===== config.mk =====
export PLATFORM = sky130hd
export DESIGN_NAME = acc_decimator
export DESIGN_NICKNAME = d
export VERILOG_FILES = /design/src/rtl/acc_decimator.sv
export SDC_FILE = /design/constraint.sdc
export NUM_CORES = 1
export LEC_CHECK = 0
export BUFFER_PORTS_ARGS = -buffer_cell sky130_fd_sc_hd__buf_2
export CORE_MARGIN = 4
export CORE_UTILIZATION = 51
export CTS_CLUSTER_DIAMETER = 60
export DETAILED_ROUTE_END_ITERATION = 16
export GPL_TIMING_DRIVEN = 0
export PLACE_DENSITY = 0.7
export RECOVER_POWER = 100
export SLEW_MARGIN = 15
export SYNTH_ARGS = -nofsm -noshare
export SYNTH_HDL_FRONTEND = slang
export SYNTH_SLANG_ARGS = --single-unit
export TNS_END_PERCENT = 1

===== constraint.sdc =====
create_clock -name clk -period 7.9 [get_ports clk]
set_clock_uncertainty 0.05 [all_clocks]
set_input_delay 0.395 -clock clk [delete_from_list [all_inputs] [get_ports clk]]
set_output_delay 0.395 -clock clk [all_outputs]
set_load 0.005 [all_outputs]

===== src/rtl/acc_decimator.sv =====
// acc_decimator: boxcar integrate-and-dump decimator.
// Sums 2^ratio_log2 qualified signed samples, arithmetic-shifts the window sum
// right by `shift` and emits one wide word per completed window.
//
// Handshake: in_valid qualifies `in` on every rising clk edge. There is no
// backpressure, so every qualified sample is consumed. out_valid is a one-cycle
// registered pulse, and `out` changes only in the cycle out_valid is high.
module acc_decimator #(
  parameter int R         = 14,
  parameter int NMAX_LOG2 = 10,
  parameter int RO        = R + NMAX_LOG2
) (
  input  logic                 clk,
  input  logic                 rst,
  input  logic                 enable,
  input  logic                 clear,
  input  logic [3:0]           ratio_log2,
  input  logic [3:0]           shift,
  input  logic signed [R-1:0]  in,
  input  logic                 in_valid,
  output logic signed [RO-1:0] out,
  output logic                 out_valid,
  output logic                 busy,
  output logic                 o_dbg_state
);

  typedef enum logic {IDLE = 1'b0, ACC = 1'b1} state_t;

  // The counter must reach 2^NMAX_LOG2, which needs one bit more than the exponent.
  localparam int         CW     = NMAX_LOG2 + 1;
  localparam logic [3:0] NMAX_L = 4'(NMAX_LOG2);

  state_t                r_state;
  logic signed [RO-1:0]  r_acc;
  logic [CW-1:0]         r_cnt;
  logic [3:0]            r_ratio;
  logic [3:0]            r_shift;
  logic signed [RO-1:0]  r_out;
  logic                  r_out_valid;

  logic [3:0]            w_ratio_c;
  logic [3:0]            w_shift_c;
  logic                  w_run;
  logic                  w_start;
  logic [3:0]            w_ratio_eff;
  logic [3:0]            w_shift_eff;
  logic signed [RO-1:0]  w_in_ext;
  logic signed [RO-1:0]  w_sum;
  logic [CW-1:0]         w_cnt_next;
  logic [CW-1:0]         w_target;
  logic                  w_done;

  // Window arithmetic. A window starts on the first sample after IDLE or after a
  // completion (cnt==0). A starting sample uses the freshly clamped settings;
  // later samples use the latched ones.
  always_comb begin
    w_ratio_c   = (ratio_log2 > NMAX_L) ? NMAX_L : ratio_log2;
    w_shift_c   = (shift > NMAX_L) ? NMAX_L : shift;
    w_run       = enable & ~clear;
    w_start     = (r_state == IDLE) || (r_cnt == '0);
    w_ratio_eff = w_start ? w_ratio_c : r_ratio;
    w_shift_eff = w_start ? w_shift_c : r_shift;
    w_in_ext    = {{(RO-R){in[R-1]}}, in};
    w_sum       = w_start ? w_in_ext : (r_acc + w_in_ext);
    w_cnt_next  = w_start ? CW'(1) : (r_cnt + CW'(1));
    w_target    = CW'(1) << w_ratio_eff;
    w_done      = (w_cnt_next == w_target);
  end

  // Control FSM and datapath. enable=0 or clear=1 discards the partial window,
  // drops the coincident sample and suppresses any coincident completion.
  always_ff @(posedge clk or posedge rst) begin
    if (rst) begin
      r_state     <= IDLE;
      r_acc       <= '0;
      r_cnt       <= '0;
      r_ratio     <= '0;
      r_shift     <= '0;
      r_out       <= '0;
      r_out_valid <= 1'b0;
    end else begin
      r_out_valid <= 1'b0;
      if (!w_run) begin
        r_state <= IDLE;
        r_acc   <= '0;
        r_cnt   <= '0;
      end else if (in_valid) begin
        r_state <= ACC;
        if (w_start) begin
          r_ratio <= w_ratio_c;
          r_shift <= w_shift_c;
        end
        if (w_done) begin
          r_out       <= w_sum >>> w_shift_eff;
          r_out_valid <= 1'b1;
          r_acc       <= '0;
          r_cnt       <= '0;
        end else begin
          r_acc <= w_sum;
          r_cnt <= w_cnt_next;
        end
      end
    end
  end

  assign out         = r_out;
  assign out_valid   = r_out_valid;
  assign busy        = (r_state == ACC) && (r_cnt != '0);
  assign o_dbg_state = r_state;

endmodule


==> run_results.csv <==
group,metric,value,unit
timing,finalSetupTns,0,ps
synth,seq_area_frac_synth,0.265,
global_route,overflow,0,
timing,fin_ws,2200,ps
cells_and_area,areaGrowthSynthToFinish,11.3,%
synth,synthCells,834,
clock_network,clk_pin_slew,60,ps
timing,min_period,5700,ps
timing,max-slew-margin-rel,-0.632,
timing,drv_slew,43,
timing,fmax,176,MHz
critical_path,critical_path_class,"reg2reg",
critical_path,r2r_cells,15,
synth,synth-simple-area-share,0.227,
placed_design,dp_slack,3780,ps
clock_network,cts_sinks,69,
critical_path,cp-start-kind,"register",
global_route,grt_pass1_wl,37.3,mm
synth,syn_nets,887,
hold_path,min_to,"o_dbg_state",
clock_network,clk_latency,350,ps
critical_path,crit_required,8060,ps
floorplanning,die_h,121,um
cells_and_area,layout-drive-gt1-share,0.0917,
detailed_routing,wl_per_cell,21.8,um
power,p_leak,0.00304,uW
power,power_density,156,nW/um^2
timing,finalHoldViolations,0,
synth,synthesis.area,6500,um^2
synth,synth-adder-area-share,0.0512,
critical_path,cp_slowest_cell,"clkbuf_1",
floorplanning,ios,54,
clock_network,cts_tree,"done",
clock_network,root_buffer,"clkbuf_16",
detailed_routing,vias,7258,
global_route,grt_max_degree,43,
synth,synth_seq_cells,69,
cells_and_area,mostFrequentLayoutCells,"nand2_1 (102), dfrtp_1 (69), o21ai_0 (68)",
floorplanning,dieArea,14600,um^2
floorplanning,core_region_area,12300,um^2
critical_path,ff2ff_setup_slack,2200,ps
timing,fin_crit_sh,0.721,
global_route,grt_pass1_vias,7056,
cells_and_area,stdcell_area,7240,um^2
synth,synth_compound_area_frac,0.323,
critical_path,path_cells,"inv_1 > ha_1 > nor2b_1 > a31o_1 > clkbuf_1 > clkinvlp_2 > clkbuf_1 > clkbuf_1 > clkbuf_1 > clkbuf_1 > clkbuf_1 > a211oi_1 > o21a_1 > o31ai_1 > o21ai_0",
critical_path,cp_common_cell,"clkbuf_1",
floorplanning,rows,40,
hold_path,min_path_cells,3,
critical_path,rr_endpoint,"out[18]",
synth,synth-main-ff-cell,"dfrtp_1",
cells_and_area,final_common_cell,"nand2_1",
critical_path,r2r-start,"r_cnt[0]",
power,peakVddDrop,0.000133,V
placed_design,dp_hpwl,17.7,mm
synth,synth_edf_count,0,
clock_network,htree_levels,3,
timing,rsz0062_at_grt,"no",
flow_run,drv_cap,1,
floorplanning,die_w,121,um
detailed_routing,routed_wl,23.4,mm
synth,yosysWarnings,0,
global_route,grt_usage,0.324,
detailed_routing,viasPerCell,6.76,
timing,setup_viol,0,
hold_path,worstHoldStart,"in_valid",
placed_design,gp_congestion,1.02,
clock_network,cts_made_buffers,9,
detailed_routing,detail-route-antenna-nets,0,
critical_path,critPathArrivalTime,5860,ps
global_route,antenna_found_initial,0,
clock_network,clockBufferDepth,2,
timing,worst_slew_pin_slew,2450,ps
synth,synth_top_family_by_area,"compound AO/OA/AOI/OAI gates",
cells_and_area,nets,953,
cells_and_area,num_antenna_cells,0,
critical_path,crit_fanout,10,
placed_design,dpl_cell_area,7010,um^2
detailed_routing,drtPass1Iterations,8,
outcome,status,"finished with violations",
hold_path,min_path_type,"in2reg",
cells_and_area,postLayoutCoreUtil,0.590,
floorplanning,start_util,0.531,
detailed_routing,drt-initial-drc-count,1017,
timing,holdWs,257,ps
synth,synth_mux_area_frac,0.0623,
detailed_routing,route.detailed.drc,0,
outcome,violations,"capacitance limit, slew limit",
synth,synth.avg_cell_area,7.80,um^2
synth,async_flop_share,1.00,
critical_path,max_stage_delay,690,ps
synth,synth_xor_xnor_area_share,0.0162,
placed_design,io_buffers,53,
synth,yosys.cell_types.count,77,
critical_path,endpoint_kind,"register",
-- report_power, final --
group / internal (uW) / total (uW) / switching (uW) / leakage, uW
clock network: 247 / 423 / 176 / 0.000139
logic: 103 / 304 / 201 / 0.00197
registers: 379 / 398 / 19.5 / 0.000930
total: 729 / 1130 / 397 / 0.00304
-- worst max path at each step --
stage              from  endpoint  depth (start not counted)
4_1_cts        r_cnt[0]    out[7]                         16
3_5_place_dp   r_cnt[0]    out[7]                         16
6_report       r_cnt[0]   out[18]                         15
3_3_place_gp   r_cnt[0]    out[7]                         16
5_1_grt        r_cnt[0]   out[18]                         15
2_1_floorplan  r_cnt[0]   out[21]                         14
-- per-layer routing --
layer | global-route usage | wire length [um]
met5 | 0 | 0
met4 | 0.149 | 1050
met3 | 0.0746 | 2380
met2 | 0.507 | 10400
met1 | 0.424 | 9520
-- state kept, by name, indices dropped and copies added, names as in the netlist --
signal,count
o_dbg_state,1
out,24
out_valid,1
r_acc,24
r_cnt,11
r_ratio,4
r_shift,4
-- worst max-delay path, delay by kind of cell, from the launching register on --
kind | cells | cell delay (ps)
simple gates | 1 | 150
flops | 1 | 510
compound gates | 5 | 1070
buf+inv | 8 | 3570
fa+ha+maj | 1 | 210
-- final cells by class --
class / instances / area, um^2
buffer: 52 / 226
fill: 1171 / 5020
sequential: 69 / 1730
clock buffer: 10 / 229
timing repair buffer: 55 / 253
tap: 168 / 210
multi-input combinational: 685 / 4410
clock inverter: 6 / 71.3
inverter: 28 / 108
-- Yosys cell counts, drive strengths merged (4+ instances only) --
master	n	area share
a21oi	58	0.046
a22o	16	0.022
nor4	6	0.011
dfrtp	69	0.27
o311a	4	0.0062
a31oi	18	0.017
o31ai	11	0.013
o211ai	18	0.021
buf	28	0.024
a22oi	4	0.0046
a32oi	6	0.0081
xor2	10	0.013
o21ai	72	0.056
a211oi	19	0.023
o311ai	4	0.0054
o31a	4	0.0054
or3	7	0.0067
and2	11	0.011
clkbuf	24	0.014
nand3	29	0.022
o22ai	5	0.0048
or4	6	0.0069
o221ai	5	0.0067
nand4	12	0.013
a211o	5	0.0067
nand3b	5	0.0058
o2111ai	4	0.0054
nand2b	9	0.0087
nor2b	5	0.0048
mux2	10	0.017
ha	25	0.048
nand2	102	0.059
and3	11	0.011
nor2	57	0.033
a21o	11	0.013
a311oi	4	0.0054
o21a	15	0.017
mux2i	28	0.045
inv	27	0.016
nor3	28	0.022
-- cells by family after synthesis --
kind of cell	count (synthesis)
adder cells (fa/ha/maj)	26
AO/OA/AOI/OAI	310
flip-flops	69
XOR/XNOR	12
AND/OR/NAND/NOR	299
multiplexers	38
buffers and inverters	80
-- per-stage QoR --
step	cells	power, uW
after floorplan	834	598
after global placement	1055	694
final	1073	1130
after global routing	1073	1180
after CTS	1073	1130
after detailed placement	1056	702
-- timing repair --
action	CTS	global route
endpoints found under the hold margin	6	0
hold buffers	1	0
gates resized for setup	0	0
buffers inserted	0	0
Note: power is estimated with default switching activity, not from simulation.
